### config.mk
export PLATFORM = sky130hd
export DESIGN_NAME = alu_issue_decoder_flat
export DESIGN_NICKNAME = d
export VERILOG_FILES = /design/src/rtl/alu_issue_decoder_pkg.sv /design/src/rtl/alu_issue_decoder_if.sv /design/src/rtl/alu_issue_decoder_imm_gen.sv /design/src/rtl/alu_issue_decoder.sv /design/src/flat_wrapper.sv
export SDC_FILE = /design/constraint.sdc
export NUM_CORES = 1
export LEC_CHECK = 0
export BUFFER_PORTS_ARGS = -buffer_cell sky130_fd_sc_hd__buf_2
export CORE_MARGIN = 4
export CORE_UTILIZATION = 50
export CTS_BUF_LIST = sky130_fd_sc_hd__clkbuf_16
export DETAILED_ROUTE_END_ITERATION = 7
export GPL_ROUTABILITY_DRIVEN = 0
export PLACE_DENSITY = 0.81
export REMOVE_ABC_BUFFERS = 1
export SLEW_MARGIN = 20
export SYNTH_ARGS = -nofsm -noshare
export SYNTH_HDL_FRONTEND = slang
export SYNTH_SLANG_ARGS = --single-unit
### constraint.sdc
create_clock -name clk -period 2.4 [get_ports clk]
set_input_delay 0.36 -clock clk [delete_from_list [all_inputs] [get_ports clk]]
set_output_delay 0.36 -clock clk [all_outputs]
set_load 0.03 [all_outputs]
### src/rtl/alu_issue_decoder_pkg.sv
// +-------------------------------------------------------------------------+
// | Module : tinuc_pkg                                                      |
// | Shared TinuC decode types: ALU op codes, opcodes, decoded instruction.  |
// | Rev    : 1.0                                                            |
// +-------------------------------------------------------------------------+
`default_nettype none

package tinuc_pkg;

   typedef enum logic [4:0] {
      ALU_ADD  = 5'b00000,
      ALU_SUB  = 5'b00001,
      ALU_SLL  = 5'b00010,
      ALU_SLT  = 5'b00011,
      ALU_SLTU = 5'b00100,
      ALU_XOR  = 5'b00101,
      ALU_SRL  = 5'b00110,
      ALU_SRA  = 5'b00111,
      ALU_OR   = 5'b01000,
      ALU_AND  = 5'b01001
   } alu_op_t;

   localparam logic [6:0] c_opc_op     = 7'b0110011;
   localparam logic [6:0] c_opc_op_imm = 7'b0010011;
   localparam logic [6:0] c_opc_load   = 7'b0000011;
   localparam logic [6:0] c_opc_store  = 7'b0100011;
   localparam logic [6:0] c_opc_branch = 7'b1100011;
   localparam logic [6:0] c_opc_lui    = 7'b0110111;
   localparam logic [6:0] c_opc_auipc  = 7'b0010111;
   localparam logic [6:0] c_opc_jal    = 7'b1101111;
   localparam logic [6:0] c_opc_jalr   = 7'b1100111;

   typedef struct packed {
      logic [31:0] src_a;
      logic [31:0] src_b;
      logic [31:0] imm;
      logic [31:0] pc;
      logic [31:0] link_addr;
      logic [31:0] store_data;
      alu_op_t     alu_op;
      logic [4:0]  rd_addr;
      logic        rd_we;
      logic        mem_rd;
      logic        mem_wr;
      logic        is_branch;
      logic        branch_ne;
      logic        is_jump;
      logic        illegal;
   } decoded_t;

   // alt selects SUB for funct3=000 and SRA for funct3=101
   function automatic alu_op_t f3_to_op(input logic [2:0] f3, input logic alt);
      alu_op_t op;
      case (f3)
         3'b000:  op = alt ? ALU_SUB : ALU_ADD;
         3'b001:  op = ALU_SLL;
         3'b010:  op = ALU_SLT;
         3'b011:  op = ALU_SLTU;
         3'b100:  op = ALU_XOR;
         3'b101:  op = alt ? ALU_SRA : ALU_SRL;
         3'b110:  op = ALU_OR;
         default: op = ALU_AND;
      endcase
      return op;
   endfunction

endpackage

`default_nettype wire

### src/rtl/alu_issue_decoder_if.sv
// +-------------------------------------------------------------------------+
// | Module : alu_issue_decoder_if                                           |
// | Issue bus from the decode stage to the ALU/EX stage.                    |
// | Rev    : 1.0                                                            |
// +-------------------------------------------------------------------------+
`default_nettype none

interface alu_issue_decoder_if;
   import tinuc_pkg::*;

   logic        out_valid;
   logic        out_ready;
   logic [31:0] src_a;
   logic [31:0] src_b;
   alu_op_t     alu_control;
   logic [31:0] imm_out;
   logic [31:0] pc_out;
   logic [31:0] link_addr;
   logic [4:0]  rd_addr;
   logic        rd_we;
   logic        mem_rd;
   logic        mem_wr;
   logic [31:0] store_data;
   logic        is_branch;
   logic        branch_ne;
   logic        is_jump;
   logic        illegal;

   modport master (
      output out_valid, src_a, src_b, alu_control, imm_out, pc_out, link_addr,
             rd_addr, rd_we, mem_rd, mem_wr, store_data, is_branch, branch_ne,
             is_jump, illegal,
      input  out_ready
   );

   modport slave (
      input  out_valid, src_a, src_b, alu_control, imm_out, pc_out, link_addr,
             rd_addr, rd_we, mem_rd, mem_wr, store_data, is_branch, branch_ne,
             is_jump, illegal,
      output out_ready
   );

endinterface

`default_nettype wire

### src/rtl/alu_issue_decoder_imm_gen.sv
// +-------------------------------------------------------------------------+
// | Module : imm_gen                                                        |
// | Sign-extended I/S/B/U/J immediates from an instruction word.            |
// | Rev    : 1.0                                                            |
// +-------------------------------------------------------------------------+
`default_nettype none

module imm_gen (
   input  logic [31:7] instr,
   output logic [31:0] imm_i,
   output logic [31:0] imm_s,
   output logic [31:0] imm_b,
   output logic [31:0] imm_u,
   output logic [31:0] imm_j
);

   assign imm_i = {{20{instr[31]}}, instr[31:20]};
   assign imm_s = {{20{instr[31]}}, instr[31:25], instr[11:7]};
   assign imm_b = {{19{instr[31]}}, instr[31], instr[7], instr[30:25], instr[11:8], 1'b0};
   assign imm_u = {instr[31:12], 12'b0};
   assign imm_j = {{11{instr[31]}}, instr[31], instr[19:12], instr[20], instr[30:21], 1'b0};

endmodule

`default_nettype wire

### src/rtl/alu_issue_decoder.sv
// +-------------------------------------------------------------------------+
// | Module : alu_issue_decoder                                              |
// | TinuC decode/issue: builds ALU operands, registers them in ID/EX.       |
// | Rev    : 1.0                                                            |
// +-------------------------------------------------------------------------+
`default_nettype none

module alu_issue_decoder
   import tinuc_pkg::*;
#(
   parameter int XLEN = 32
) (
   input  logic            clk,
   input  logic            rst_n,
   input  logic            flush,
   input  logic            in_valid,
   output logic            in_ready,
   input  logic [31:0]     instr,
   input  logic [31:0]     pc,
   output logic [4:0]      rs1_addr,
   output logic [4:0]      rs2_addr,
   input  logic [XLEN-1:0] rs1_data,
   input  logic [XLEN-1:0] rs2_data,
   alu_issue_decoder_if.master iss
);

   logic [31:0] w_imm_i, w_imm_s, w_imm_b, w_imm_u, w_imm_j;
   logic [6:0]  w_opc;
   logic [2:0]  w_f3;
   logic [6:0]  w_f7;
   logic        w_writes_rd;
   logic        w_load;
   decoded_t    w_dec;
   decoded_t    r_dec;
   logic        r_valid;

   imm_gen u_imm_gen (
      .instr (instr[31:7]),
      .imm_i (w_imm_i),
      .imm_s (w_imm_s),
      .imm_b (w_imm_b),
      .imm_u (w_imm_u),
      .imm_j (w_imm_j)
   );

   assign w_opc    = instr[6:0];
   assign w_f3     = instr[14:12];
   assign w_f7     = instr[31:25];
   assign rs1_addr = instr[19:15];
   assign rs2_addr = instr[24:20];

   always_comb begin
      w_dec           = '0;
      w_dec.alu_op    = ALU_ADD;
      w_dec.pc        = pc;
      w_dec.link_addr = pc + 32'd4;
      w_dec.rd_addr   = instr[11:7];
      w_writes_rd     = 1'b0;
      case (w_opc)
         c_opc_op: begin
            w_dec.src_a   = rs1_data;
            w_dec.src_b   = rs2_data;
            w_dec.alu_op  = f3_to_op(w_f3, instr[30]);
            w_writes_rd   = 1'b1;
            w_dec.illegal = !((w_f7 == 7'b0000000) ||
                              (w_f7 == 7'b0100000 && (w_f3 == 3'b000 || w_f3 == 3'b101)));
         end
         c_opc_op_imm: begin
            w_dec.src_a  = rs1_data;
            w_dec.src_b  = w_imm_i;
            w_dec.imm    = w_imm_i;
            // Only the shift encodings carry funct7; bit 30 on other funct3 is immediate
            w_dec.alu_op = f3_to_op(w_f3, (w_f3 == 3'b101) && instr[30]);
            w_writes_rd  = 1'b1;
            if (w_f3 == 3'b001)
               w_dec.illegal = (w_f7 != 7'b0000000);
            else if (w_f3 == 3'b101)
               w_dec.illegal = (w_f7 != 7'b0000000) && (w_f7 != 7'b0100000);
         end
         c_opc_load: begin
            w_dec.src_a   = rs1_data;
            w_dec.src_b   = w_imm_i;
            w_dec.imm     = w_imm_i;
            w_dec.mem_rd  = 1'b1;
            w_writes_rd   = 1'b1;
            w_dec.illegal = (w_f3 != 3'b010);
         end
         c_opc_store: begin
            w_dec.src_a      = rs1_data;
            w_dec.src_b      = w_imm_s;
            w_dec.imm        = w_imm_s;
            w_dec.store_data = rs2_data;
            w_dec.mem_wr     = 1'b1;
            w_dec.illegal    = (w_f3 != 3'b010);
         end
         c_opc_branch: begin
            w_dec.src_a     = rs1_data;
            w_dec.src_b     = rs2_data;
            w_dec.imm       = w_imm_b;
            w_dec.alu_op    = ALU_SUB;
            w_dec.is_branch = 1'b1;
            w_dec.branch_ne = w_f3[0];
            w_dec.illegal   = (w_f3[2:1] != 2'b00);
         end
         c_opc_lui: begin
            w_dec.src_b = w_imm_u;
            w_dec.imm   = w_imm_u;
            w_writes_rd = 1'b1;
         end
         c_opc_auipc: begin
            w_dec.src_a = pc;
            w_dec.src_b = w_imm_u;
            w_dec.imm   = w_imm_u;
            w_writes_rd = 1'b1;
         end
         c_opc_jal: begin
            w_dec.src_a   = pc;
            w_dec.src_b   = w_imm_j;
            w_dec.imm     = w_imm_j;
            w_dec.is_jump = 1'b1;
            w_writes_rd   = 1'b1;
         end
         c_opc_jalr: begin
            w_dec.src_a   = rs1_data;
            w_dec.src_b   = w_imm_i;
            w_dec.imm     = w_imm_i;
            w_dec.is_jump = 1'b1;
            w_writes_rd   = 1'b1;
            w_dec.illegal = (w_f3 != 3'b000);
         end
         default: w_dec.illegal = 1'b1;
      endcase

      // An illegal instruction still issues, but with every side effect suppressed
      if (w_dec.illegal) begin
         w_dec.alu_op     = ALU_ADD;
         w_dec.src_a      = '0;
         w_dec.src_b      = '0;
         w_dec.imm        = '0;
         w_dec.store_data = '0;
         w_dec.mem_rd     = 1'b0;
         w_dec.mem_wr     = 1'b0;
         w_dec.is_branch  = 1'b0;
         w_dec.branch_ne  = 1'b0;
         w_dec.is_jump    = 1'b0;
         w_writes_rd      = 1'b0;
      end
      w_dec.rd_we = w_writes_rd && (instr[11:7] != 5'd0);
   end

   assign in_ready = !r_valid || iss.out_ready;
   assign w_load   = in_valid && in_ready;

   always_ff @(posedge clk or negedge rst_n) begin
      if (!rst_n) begin
         r_valid <= 1'b0;
         r_dec   <= '0;
      end else if (flush) begin
         r_valid <= 1'b0;
      end else if (w_load) begin
         r_valid <= 1'b1;
         r_dec   <= w_dec;
      end else if (iss.out_ready) begin
         r_valid <= 1'b0;
      end
   end

   assign iss.out_valid   = r_valid;
   assign iss.src_a       = r_dec.src_a;
   assign iss.src_b       = r_dec.src_b;
   assign iss.alu_control = r_dec.alu_op;
   assign iss.imm_out     = r_dec.imm;
   assign iss.pc_out      = r_dec.pc;
   assign iss.link_addr   = r_dec.link_addr;
   assign iss.rd_addr     = r_dec.rd_addr;
   assign iss.rd_we       = r_dec.rd_we;
   assign iss.mem_rd      = r_dec.mem_rd;
   assign iss.mem_wr      = r_dec.mem_wr;
   assign iss.store_data  = r_dec.store_data;
   assign iss.is_branch   = r_dec.is_branch;
   assign iss.branch_ne   = r_dec.branch_ne;
   assign iss.is_jump     = r_dec.is_jump;
   assign iss.illegal     = r_dec.illegal;

endmodule

`default_nettype wire

### src/flat_wrapper.sv
// flat-port wrapper written by rule: the top's interface ports become plain ports
module alu_issue_decoder_flat import tinuc_pkg::*;
#(
   parameter int XLEN = 32
)
  (clk, rst_n, flush, in_valid, in_ready, instr, pc, rs1_addr, rs2_addr, rs1_data, rs2_data, iss_out_valid, iss_src_a, iss_src_b, iss_alu_control, iss_imm_out, iss_pc_out, iss_link_addr, iss_rd_addr, iss_rd_we, iss_mem_rd, iss_mem_wr, iss_store_data, iss_is_branch, iss_branch_ne, iss_is_jump, iss_illegal, iss_out_ready);
  alu_issue_decoder_if iss_i ();
  input  logic clk;
  input  logic rst_n;
  input  logic flush;
  input  logic in_valid;
  output logic in_ready;
  input  logic [31:0] instr;
  input  logic [31:0] pc;
  output logic [4:0] rs1_addr;
  output logic [4:0] rs2_addr;
  input  logic [XLEN-1:0] rs1_data;
  input  logic [XLEN-1:0] rs2_data;
  output wire logic [$bits(iss_i.out_valid)-1:0] iss_out_valid;
  output wire logic [$bits(iss_i.src_a)-1:0] iss_src_a;
  output wire logic [$bits(iss_i.src_b)-1:0] iss_src_b;
  output wire logic [$bits(iss_i.alu_control)-1:0] iss_alu_control;
  output wire logic [$bits(iss_i.imm_out)-1:0] iss_imm_out;
  output wire logic [$bits(iss_i.pc_out)-1:0] iss_pc_out;
  output wire logic [$bits(iss_i.link_addr)-1:0] iss_link_addr;
  output wire logic [$bits(iss_i.rd_addr)-1:0] iss_rd_addr;
  output wire logic [$bits(iss_i.rd_we)-1:0] iss_rd_we;
  output wire logic [$bits(iss_i.mem_rd)-1:0] iss_mem_rd;
  output wire logic [$bits(iss_i.mem_wr)-1:0] iss_mem_wr;
  output wire logic [$bits(iss_i.store_data)-1:0] iss_store_data;
  output wire logic [$bits(iss_i.is_branch)-1:0] iss_is_branch;
  output wire logic [$bits(iss_i.branch_ne)-1:0] iss_branch_ne;
  output wire logic [$bits(iss_i.is_jump)-1:0] iss_is_jump;
  output wire logic [$bits(iss_i.illegal)-1:0] iss_illegal;
  input wire logic [$bits(iss_i.out_ready)-1:0] iss_out_ready;
  assign iss_out_valid = iss_i.out_valid;
  assign iss_src_a = iss_i.src_a;
  assign iss_src_b = iss_i.src_b;
  assign iss_alu_control = iss_i.alu_control;
  assign iss_imm_out = iss_i.imm_out;
  assign iss_pc_out = iss_i.pc_out;
  assign iss_link_addr = iss_i.link_addr;
  assign iss_rd_addr = iss_i.rd_addr;
  assign iss_rd_we = iss_i.rd_we;
  assign iss_mem_rd = iss_i.mem_rd;
  assign iss_mem_wr = iss_i.mem_wr;
  assign iss_store_data = iss_i.store_data;
  assign iss_is_branch = iss_i.is_branch;
  assign iss_branch_ne = iss_i.branch_ne;
  assign iss_is_jump = iss_i.is_jump;
  assign iss_illegal = iss_i.illegal;
  assign iss_i.out_ready = iss_out_ready;
  alu_issue_decoder #(.XLEN(XLEN)) u_core (.clk(clk), .rst_n(rst_n), .flush(flush), .in_valid(in_valid), .in_ready(in_ready), .instr(instr), .pc(pc), .rs1_addr(rs1_addr), .rs2_addr(rs2_addr), .rs1_data(rs1_data), .rs2_data(rs2_data), .iss(iss_i));
endmodule
==> metrics.md <==
| Metric | Value |
|---|---|
| Status | finished clean |
| Clock Skews | 0.00698 ns |
| Hold path cells | 2 |
| Syn Area/Cell | 10.5 µm² |
| Root Driver | clkbuf_16 |
| Port bufs | 352 |
| Die Y | 146 µm |
| Vias in the first global route | 8870 |
| Initial core utilization | 50.8% |
| Max frequency | 443 MHz |
| Worst r2r path cells | 5 |
| Finish-stage setup viols | 0 |
| TritonCTS clock tree | done |
| Worst R2R Setup Slack | 0.24 ns |
| Worst path max stage delay | 0.54 ns |
| Critical-path cell list | dlygate4sd3_1, buf_2, nand3b_1, nor4_4, nand2_2, o31ai_1 |
| Metal3 WL | 2820 µm |
| Final Hold Viols | 0 |
| Post-CTS sizing | 0 |
| Critical path arrival | 2.65 ns |
| Largest net degree at the start of global routing | 69 |
| M1 WL | 11300 µm |
| Fillers | 1506 |
| Grt total ovfl | 0 |
| CP Class | input pin to flip-flop |
| CTS HTree Levels | 1 |
| Site Rows | 50 |
| Crit-path max FO | 26 |
| Syn Inst Count | 907 |
| Bufs on Longest Clock Path | 3 |
| Post-synth EDFFs | 0 |
| Ys flop type | dfrtp_1 |
| Cell taking the most area after synthesis | dfrtp_1 |
| Gr usage total | 27.5% |
| WP data required | 2.79 ns |
| Wire length on met2 | 14800 µm |
| DRC violations left | 0 |
| WL/cell | 20.1 µm |
| PD cells | 676 nW/µm² |
| Global-route wire length before repair | 48000 µm |
| Via count of the routed design | 8688 |
| DR iter-0 viols | 668 |
| Total detailed-routing wirelength | 30000 µm |
| Levels on crit path | 6 |
| Nets@finish | 1372 |
| Worst hold-check path type | input pin to flip-flop |
| Layout cells sized above 1 | 37.7% |
| Clock tree sinks | 207 |
| Clk slew on worst S/H paths | 0.06 ns |
| Clk_lat worst skew | 0.50 ns |
| Post-CTS setup buffers | 0 |
| Slew @ Worst Pin | 0.596 ns |
| Top post-synthesis cells by area | dfrtp_1 (54%), nand2_1 (6.0%), o21ai_0 (5.4%) |
| Core ar. | 18700 µm² |
| Final Cycle Share | 94.2% |
| Syn-to-layout area delta | 28.4% |
| Initial antenna violation count | 2 |
| Synthesis Warnings | 0 |
| Max-cap violations | 0 |
| Mapped Area | 9510 µm² |
| FF+latch count, synth | 207 |
| Antenna-violating nets left | 0 |
| Detailed placement HPWL | 21600 µm |
| Die area | 21300 µm² |
| Commonest non-fill, non-tap cell in the layout | buf_2 |
| Cell variety after synth | 63 |
| Area share of the leading cell type in the synthesized netlist | 54.5% |
| Maximum vdd drop | 0.565 mV |
| Minimum clock period | 2.26 ns |
| CP max-delay cell | dlygate4sd3_1 |
| I/O pins | 354 |
| Startpoint types | input pin |
| Via/cell ratio | 5.84 |
| Design Power | 8.25 mW |
| RSZ-0062 raised after global routing | false |
| Worst Setup End Kind | flip-flop |
| Fin cells | 1487 |
| Asr flop ratio synth | 100% |
| Slew Limit Headroom | 60.2% |
| CTS Buf Count | 22 |
| Hold Slack | 0.0910 ns |
| Chip width | 146 µm |
| Most frequent cells in the layout | buf_2 (351), dfrtp_1 (207), nand2_1 (153), o21ai_0 (102), a22oi_1 (43) |
| Register area share after synthesis | 54.5% |
| Placed Cells incl. Taps | 1446 |
| Top Family by Delay on Critical Path | simple AND/OR/NAND/NOR gates |
| Top sig layer | met5 |
| Fin. max-slew vios | 0 |
| Pre-antenna DRT Iters | 8 |
| Cell leakage power | 5.98 nW |
| Buffers & Inverters on Critical Path | 2 |
[cells by family after synthesis]
| kind of cell | count (synthesis) | synth area share (%) |
|---|---|---|
| compound gates | 286 | 20.5 |
| xor+xnor | 30 | 2.76 |
| fa+ha+maj | 1 | 0.132 |
| buf+inv | 94 | 5.24 |
| flops | 207 | 54.5 |
| mux | 36 | 4.26 |
| other cells | 1 | 0.0394 |
| simple gates | 252 | 12.6 |
[path summary, 6_finish.rpt]
path / start / endpoint
min in group asynchronous: rst_n / u_core.iss.link_addr[5]$_DFFE_PN0P_
max in group asynchronous: rst_n / u_core.iss.store_data[7]$_DFFE_PN0P_
min: rs2_data[0] / u_core.iss.store_data[0]$_DFFE_PN0P_
max: flush / u_core.iss.imm_out[14]$_DFFE_PN0P_
min reg2reg: u_core.iss.src_a[31]$_DFFE_PN0P_ / u_core.iss.src_a[31]$_DFFE_PN0P_
max reg2reg: u_core.iss.out_valid$_DFFE_PN0P_ / u_core.iss.imm_out[14]$_DFFE_PN0P_
[stage by stage]
| stage | cell area (µm²) | util (%) | TNS, ns | setup slack (ns) |
|---|---|---|---|---|
| floorplan | 9040 | - | -962.35 | -5.39 |
| global placement | 11500 | 61.7 | 0 | 0.208 |
| detailed placement | 11500 | 61.7 | 0 | 0.109 |
| CTS | 12200 | 65.2 | 0 | 0.171 |
| global route | 12200 | 65.2 | 0 | 0.0603 |
| finish | 12200 | 65.2 | 0 | 0.140 |
[power breakdown]
part	internal (mW)	switching [mW]	leakage [nW]	total (mW)
logic	0.434	0.949	2.90	1.38
clock network	1.73	1.36	0.323	3.09
registers	3.68	0.0974	2.76	3.78
total	5.84	2.41	5.98	8.25
[metal layers]
metal | vias up | GRT usage [%]
met5 | - | 0
met4 | 2 | 9.92
li1 | 3946 | -
met1 | 4215 | 33.4
met3 | 68 | 6.76
met2 | 457 | 47.8
[Yosys cell counts (all sizes together), types with 2 or more instances]
cell and n:
a211oi 3, a21boi 3, a21oi 24, a221oi 22
a222oi 4, a22o 35, a22oi 43, a31oi 2
a32o 2, a32oi 3, and2 6, and3 7
and4 5, buf 39, clkbuf 47, dfrtp 207
inv 8, mux2 36, nand2 154, nand2b 4
nand3 12, nand3b 2, nand4 11, nor2 16
nor2b 2, nor3 17, nor3b 3, nor4 2
o21a 2, o21ai 106, o31ai 32, or2 2
xnor2 24, xor2 6
[state kept, by name, summed over array words and instances (netlist names)]
signal / count
u_core.iss.imm_out: 32
u_core.iss.mem_rd: 1
u_core.iss.alu_control: 4
u_core.iss.pc_out: 30
u_core.iss.is_branch: 1
u_core.iss.illegal: 1
u_core.iss.mem_wr: 1
u_core.iss.src_b: 32
u_core.iss.link_addr: 32
u_core.iss.rd_addr: 5
u_core.iss.is_jump: 1
u_core.iss.store_data: 32
u_core.iss.out_valid: 1
u_core.iss.branch_ne: 1
u_core.iss.src_a: 32
u_core.iss.rd_we: 1
[area by class of cell]
class | count | area (µm²) | share of cell area [%]
timing repair buffer | 393 | 2210 | 18.1
clock inverter | 15 | 72.6 | 0.595
antenna | 1 | 2.50 | 0.0205
tap | 234 | 293 | 2.40
sequential | 207 | 5180 | 42.4
clock buffer | 23 | 576 | 4.72
multi-input combinational | 606 | 3840 | 31.5
inverter | 8 | 30.0 | 0.246
[worst reg2reg max path, cell delays in order, from the launching register on]
cell      delay, ns
dfrtp_1        0.38
nand2b_1       0.11
nand3b_1       0.26
nor4_4         0.49
nand2_2        0.42
o31ai_1        0.40
[timing repair]
item	CTS	global route
setup endpoints to repair	0	0
endpoints found under the hold margin	59	0
hold buffers	2	0
No activity file was read; power rests on OpenSTA's default activity.
